## config.mk

```make
export PLATFORM = sky130hd
export DESIGN_NAME = sseg_mux_core
export DESIGN_NICKNAME = d
export VERILOG_FILES = /design/src/rtl/sseg_pkg.sv /design/src/rtl/hex_to_sseg.sv /design/src/rtl/sseg_mux_core.sv
export SDC_FILE = /design/constraint.sdc
export NUM_CORES = 1
export LEC_CHECK = 0
export BUFFER_PORTS_ARGS = -buffer_cell sky130_fd_sc_hd__buf_2
export CORE_MARGIN = 3
export CORE_UTILIZATION = 64
export DETAILED_ROUTE_END_ITERATION = 12
export HOLD_SLACK_MARGIN = 0.08
export PLACE_DENSITY_LB_ADDON = 0.1
export SLEW_MARGIN = 20
export SYNTH_ARGS = -nofsm -noshare
export SYNTH_HDL_FRONTEND = slang
export SYNTH_SLANG_ARGS = --single-unit
```

## constraint.sdc

```tcl
create_clock -name clock -period 15.6 [get_ports clock]
set_clock_uncertainty 0.2 [all_clocks]
set_input_delay 2.34 -clock clock [delete_from_list [all_inputs] [get_ports clock]]
set_output_delay 2.34 -clock clock [all_outputs]
set_load 0.02 [all_outputs]
```

## src/rtl/sseg_pkg.sv

```systemverilog
// Shared definitions for the seven-segment scan controller: register map,
// CTRL field positions and the hex glyph table.
package sseg_pkg;

  typedef enum logic [4:0] {
    REG_CTRL     = 5'd0,
    REG_HEX      = 5'd1,
    REG_DP       = 5'd2,
    REG_RAW0     = 5'd3,
    REG_RAW1     = 5'd4,
    REG_PRESCALE = 5'd5
  } reg_idx_e;

  localparam int CTRL_EN_BIT    = 0;
  localparam int CTRL_MODE_BIT  = 1;
  localparam int CTRL_BLANK_LSB = 8;
  localparam int PRESCALE_W     = 20;

  // Active-high glyphs, segment a on bit 0 through g on bit 6.
  function automatic logic [6:0] hex_glyph(input logic [3:0] v);
    logic [6:0] g;
    case (v)
      4'h0: g = 7'h3F;
      4'h1: g = 7'h06;
      4'h2: g = 7'h5B;
      4'h3: g = 7'h4F;
      4'h4: g = 7'h66;
      4'h5: g = 7'h6D;
      4'h6: g = 7'h7D;
      4'h7: g = 7'h07;
      4'h8: g = 7'h7F;
      4'h9: g = 7'h6F;
      4'hA: g = 7'h77;
      4'hB: g = 7'h7C;
      4'hC: g = 7'h39;
      4'hD: g = 7'h5E;
      4'hE: g = 7'h79;
      default: g = 7'h71;
    endcase
    return g;
  endfunction

endpackage

```

## src/rtl/hex_to_sseg.sv

```systemverilog
// Nibble to seven-segment decoder, active-high segment outputs.
module hex_to_sseg
  import sseg_pkg::*;
(
  input  logic [3:0] hex,
  output logic [6:0] segs
);

  assign segs = hex_glyph(hex);

endmodule

```

## src/rtl/sseg_mux_core.sv

```systemverilog
// Multiplexed seven-segment display driver with an MMIO register slot:
// scans N_DIGITS digits, each held for PRESCALE+1 clocks, outputs registered.
module sseg_mux_core
  import sseg_pkg::*;
#(
  parameter int N_DIGITS         = 8,
  parameter int DEFAULT_PRESCALE = 100000
) (
  input  logic                clock,
  input  logic                reset,
  input  logic                cs,
  input  logic                write,
  input  logic                read,
  input  logic [4:0]          address,
  input  logic [31:0]         write_data,
  output logic [31:0]         read_data,
  output logic [N_DIGITS-1:0] anode_assert,
  output logic [6:0]          segs,
  output logic                dp
);

  localparam logic [63:0] ONE64      = 64'd1;
  localparam int          RAW0_DIGS  = (N_DIGITS > 4) ? 4 : N_DIGITS;
  localparam logic [31:0] DIG_MASK   = 32'((ONE64 << N_DIGITS) - ONE64);
  localparam logic [31:0] HEX_MASK   = 32'((ONE64 << (4 * N_DIGITS)) - ONE64);
  localparam logic [31:0] RAW0_MASK  = 32'((ONE64 << (8 * RAW0_DIGS)) - ONE64);
  localparam logic [31:0] RAW1_MASK  = (N_DIGITS > 4) ?
                                       32'((ONE64 << (8 * (N_DIGITS - 4))) - ONE64) : 32'd0;
  localparam logic [31:0] CTRL_MASK  = (DIG_MASK << CTRL_BLANK_LSB) | 32'h3;
  localparam logic [PRESCALE_W-1:0] PRESCALE_RESET = PRESCALE_W'(DEFAULT_PRESCALE);
  localparam logic [2:0]  LAST_IDX   = 3'(N_DIGITS - 1);

  logic [31:0]           ctrl_q, ctrl_d;
  logic [31:0]           hex_q, hex_d;
  logic [31:0]           dp_bits_q, dp_bits_d;
  logic [31:0]           raw0_q, raw0_d;
  logic [31:0]           raw1_q, raw1_d;
  logic [PRESCALE_W-1:0] prescale_q, prescale_d;
  logic [PRESCALE_W-1:0] cnt_q, cnt_d;
  logic [2:0]            idx_q, idx_d;
  logic [N_DIGITS-1:0]   an_q, an_d;
  logic [6:0]            segs_q, segs_d;
  logic                  dp_q, dp_d;

  logic        we;
  logic        prescale_wr;
  logic        enable;
  logic        hex_mode_raw;
  logic [3:0]  nibble;
  logic [63:0] raw_all;
  logic [6:0]  raw_seg;
  logic [6:0]  dec_seg;
  logic [6:0]  glyph;
  logic [7:0]  blank_mask;
  logic [31:0] rd_val;

  assign we           = cs & write;
  assign prescale_wr  = we && (address == REG_PRESCALE);
  assign enable       = ctrl_q[CTRL_EN_BIT];
  assign hex_mode_raw = ctrl_q[CTRL_MODE_BIT];

  always_comb begin
    ctrl_d     = ctrl_q;
    hex_d      = hex_q;
    dp_bits_d  = dp_bits_q;
    raw0_d     = raw0_q;
    raw1_d     = raw1_q;
    prescale_d = prescale_q;
    if (we) begin
      case (address)
        REG_CTRL:     ctrl_d     = write_data & CTRL_MASK;
        REG_HEX:      hex_d      = write_data & HEX_MASK;
        REG_DP:       dp_bits_d  = write_data & DIG_MASK;
        REG_RAW0:     raw0_d     = write_data & RAW0_MASK;
        REG_RAW1:     raw1_d     = write_data & RAW1_MASK;
        REG_PRESCALE: prescale_d = write_data[PRESCALE_W-1:0];
        default:      ;
      endcase
    end
  end

  // A PRESCALE write restarts the current slot rather than ending it.
  always_comb begin
    cnt_d = cnt_q;
    idx_d = idx_q;
    if (!enable) begin
      cnt_d = '0;
      idx_d = '0;
    end else if (prescale_wr) begin
      cnt_d = '0;
    end else if (cnt_q >= prescale_q) begin
      cnt_d = '0;
      idx_d = (idx_q == LAST_IDX) ? 3'd0 : idx_q + 3'd1;
    end else begin
      cnt_d = cnt_q + 1'b1;
    end
  end

  assign nibble     = hex_q[{idx_q, 2'b00} +: 4];
  assign raw_all    = {raw1_q, raw0_q};
  assign raw_seg    = raw_all[{idx_q, 3'b000} +: 7];
  assign blank_mask = ctrl_q[CTRL_BLANK_LSB +: 8];

  hex_to_sseg u_dec (
    .hex  (nibble),
    .segs (dec_seg)
  );

  assign glyph = hex_mode_raw ? raw_seg : dec_seg;

  always_comb begin
    an_d   = '1;
    segs_d = 7'h7F;
    dp_d   = 1'b1;
    if (enable && !blank_mask[idx_q]) begin
      for (int i = 0; i < N_DIGITS; i++) begin
        an_d[i] = (idx_q != 3'(i));
      end
      segs_d = ~glyph;
      dp_d   = ~dp_bits_q[idx_q];
    end
  end

  // Zero when the slot is not being read so the bus can OR slot outputs.
  always_comb begin
    rd_val = 32'd0;
    case (address)
      REG_CTRL:     rd_val = ctrl_q;
      REG_HEX:      rd_val = hex_q;
      REG_DP:       rd_val = dp_bits_q;
      REG_RAW0:     rd_val = raw0_q;
      REG_RAW1:     rd_val = raw1_q;
      REG_PRESCALE: rd_val = {{(32 - PRESCALE_W){1'b0}}, prescale_q};
      default:      rd_val = 32'd0;
    endcase
    read_data = (cs && read) ? rd_val : 32'd0;
  end

  always_ff @(posedge clock or posedge reset) begin
    if (reset) begin
      ctrl_q     <= 32'h1;
      hex_q      <= '0;
      dp_bits_q  <= '0;
      raw0_q     <= '0;
      raw1_q     <= '0;
      prescale_q <= PRESCALE_RESET;
      cnt_q      <= '0;
      idx_q      <= '0;
      an_q       <= '1;
      segs_q     <= 7'h7F;
      dp_q       <= 1'b1;
    end else begin
      ctrl_q     <= ctrl_d;
      hex_q      <= hex_d;
      dp_bits_q  <= dp_bits_d;
      raw0_q     <= raw0_d;
      raw1_q     <= raw1_d;
      prescale_q <= prescale_d;
      cnt_q      <= cnt_d;
      idx_q      <= idx_d;
      an_q       <= an_d;
      segs_q     <= segs_d;
      dp_q       <= dp_d;
    end
  end

  assign anode_assert = an_q;
  assign segs         = segs_q;
  assign dp           = dp_q;

endmodule

```

==> results.cfg <==
[routing]
dr.pass1.iters = 7
wirelength_mm = 25.19
drtIter0Drc = 855
drc = 0
drtAntennaViolNets = 0
via_count = 6871
via_per_inst = 6.703
wire_per_inst_um = 24.58

[yosys]
syn_area_mm2 = 0.008964
synthFlopType = dfrtp_1
synthMostInstantiatedCell = dfrtp_1
synthTopCellsByCount = dfrtp_1 (150), mux2_2 (108), nand2_1 (94)
synthArstFlopShare_pct = 100.0
ys_seq_area_share_pct = 48.62
netlist_top_cells_area = dfrtp_1 (42%), mux2_2 (14%), dfstp_2 (6.7%), mux4_2 (6.5%), ha_1 (4.6%)
ys_warn_count = 0
synth_cell_type_count = 53
synth_area_leader_cell = dfrtp_1
synth-seq-cells = 173
synth_area_per_cell_um2 = 11.72
postSynthCellCount = 765
synth_top_area_share_pct = 41.88
synth_edf_count = 0
synth_fp_nets = 840

[power]
p_sw_mw = 0.3064
comb_power_share_pct = 12.6
p_int_mw = 0.8630
power.density_mw_per_mm2 = 115.0
p_seq_share_pct = 47.5
leakagePower_nw = 4.590
switching_share_pct = 26.20
ir_drop_uv = 70.85
p_clk_share_pct = 39.8

[timing]
max_slew_margin_pct = 36.00
max_freq_ghz = 0.1490
setup_slack_ps = 8888
drv_slew = 0
min_period_ps = 6712
min_period_over_period_pct = 43.03
tns_ps = 0
setup_violations = 0
tightest_slew_ps = 956.7
grt_setup_unrepaired = no
hold_viol_final = 0

[die]
core_mm2 = 0.01345
die_h_um = 124.3
die_x_um = 124.3
start_util_pct = 66.63
rows = 42
dieArea_mm2 = 0.01546
io_pins = 90

[clock_tree]
path_clk_slew_ps = 60
h-tree-depth = 4
cts_buffer_depth = 2
cts-resized-gates = 0
hold_buffers = 0
tritoncts = yes
cts_setup_buffers = 0
cts_inserted_buffers = 17
clock_latency_ps = 440
cts_sinks = 173
cts-root-buf = clkbuf_16

[flow_run]
maxCapViolCount = 0

[place]
place_ws_ps = 8725
port_buffers = 89
dp_hpwl_mm = 17.01
gp_congestion = 0.8878

[status]
status = finished, final reports clean

[critical_path]
crit_type = in -> out
crit_top_cell = buf_2
slowest_delay_ps = 670
setup.worst_path.start = address[3]
r2r_end = cnt_q[5]$_DFF_PP0_
setup.worst_path.end_class = output port
critPathArrivalTime_ps = 4170
r2r_start = prescale_q[16]$_DFFE_PP1P_
endpoint = read_data[0]
critical_path_required_ps = 13060
cp_slowest_cell = nor3b_4
cp_max_fo = 13
path_cells = buf_2, nor2_1, nand2_1, nor3b_4, buf_6, a22oi_1, a31oi_1, buf_2
ff2ff_path_depth = 8
r2r_setup_slack_ps = 12320
start_kind = input port

[final_layout]
fillers = 895
areaGrowthSynthToFinish_pct = 13.48
multi_input_area_mm2 = 0.004292
drive_above_1_share_pct = 37.69
nets = 911
ff_latch_area_mm2 = 0.004358
num_antenna_cells = 0

[min_path]
hold_path.class = reg -> reg
worstHoldPathCells = 1

[grt]
grt_max_degree = 100
grt_remaining_overflow = 0
grt_pass1_wl_mm = 39.67
grt_pass1_vias = 7064
grt_usage_pct = 33.21
antenna_found_initial = 0
[area by class of cell]
type,instances,share of cell area (%)
clock inverter,9,1.525
clock buffer,23,4.895
tap,176,2.165
inverter,28,1.082
multi-input combinational,515,42.19
sequential,173,42.84
timing repair buffer,101,5.301
[critical path, delay by kind of cell]
kind / cells / cell delay, ps
simple gates: 3 / 920
buf+inv: 3 / 560
compound gates: 2 / 340
[layer usage]
layer,up-vias,routed length [um],global-route usage (%)
met5,-,0,0
met4,0,957,15.80
met3,69,2450,8.834
met2,432,11910,51.27
met1,3446,9877,44.09
li1,2924,-,-
[cell families after synthesis]
kind of cell | after synthesis | share of synthesized area, %
adders and majority gates | 33 | 4.606
xor gates and xnor gates | 18 | 1.759
and+or+nand+nor | 196 | 10.33
DFF | 173 | 48.62
AOI/OAI and AO/OA | 125 | 9.701
buffers and inverters | 77 | 3.713
muxes | 143 | 21.27
[state kept, by name (all words and copies together) (netlist names)]
signal / flops
hex_q: 32
raw0_q: 32
raw1_q: 32
cnt_q: 20
prescale_q: 20
ctrl_q: 10
anode_assert: 8
dp_bits_q: 8
segs: 7
idx_q: 3
dp: 1
[per-stage QoR]
step / utilization (%) / power (mW) / instance area [um2] / hold WS [ps] / std cells
4_1_cts: 75.53 / 1.168 / 10160 / 307.9 / 1024
2_1_floorplan: - / 0.6458 / 8964 / 264.1 / 765
3_5_place_dp: 70.68 / 0.7047 / 9508 / 294.2 / 992
5_1_grt: 75.61 / 1.208 / 10170 / 325.1 / 1025
3_3_place_gp: 70.68 / 0.6932 / 9508 / 274.8 / 992
6_report: 75.61 / 1.169 / 10170 / 307.6 / 1025
[power by group through the flow]
stage / logic [mW] / registers [mW] / clock network [mW]
after floorplan: 0.104 / 0.541 / 0
after global placement: 0.136 / 0.557 / 0
after detailed placement: 0.144 / 0.560 / 0
after CTS: 0.147 / 0.553 / 0.468
after global routing: 0.162 / 0.561 / 0.486
final: 0.148 / 0.556 / 0.466
[cell usage in the layout, fill, tap and decap left out, types with 6 or more instances in the layout]
| cell type | instances |
|---|---|
| dfrtp_1 | 150 |
| a21oi_1 | 22 |
| nor2_2 | 20 |
| clkbuf_16 | 17 |
| a22oi_1 | 28 |
| a31oi_1 | 12 |
| dfstp_2 | 23 |
| nor3_1 | 6 |
| xor2_1 | 11 |
| nand2_1 | 93 |
| o21ai_0 | 26 |
| a222oi_1 | 22 |
| buf_4 | 11 |
| nor2_1 | 26 |
| inv_1 | 26 |
| ha_1 | 33 |
| mux4_2 | 26 |
| buf_2 | 89 |
| nand4_1 | 10 |
| mux2_1 | 6 |
| xnor2_1 | 7 |
| nand3_1 | 14 |
| mux2_2 | 108 |
[worst min-delay path by stage]
stage,endpoint,startpoint,slack (ps)
2_1_floorplan,raw0_q[15]$_DFFE_PP0P_,raw0_q[15]$_DFFE_PP0P_,260
3_3_place_gp,raw0_q[15]$_DFFE_PP0P_,raw0_q[15]$_DFFE_PP0P_,270
3_5_place_dp,raw0_q[7]$_DFFE_PP0P_,raw0_q[7]$_DFFE_PP0P_,290
4_1_cts,raw0_q[7]$_DFFE_PP0P_,raw0_q[7]$_DFFE_PP0P_,310
5_1_grt,raw0_q[7]$_DFFE_PP0P_,raw0_q[7]$_DFFE_PP0P_,330
6_report,raw0_q[31]$_DFFE_PP0P_,raw0_q[31]$_DFFE_PP0P_,310
Power figures use the tool's default switching activity.
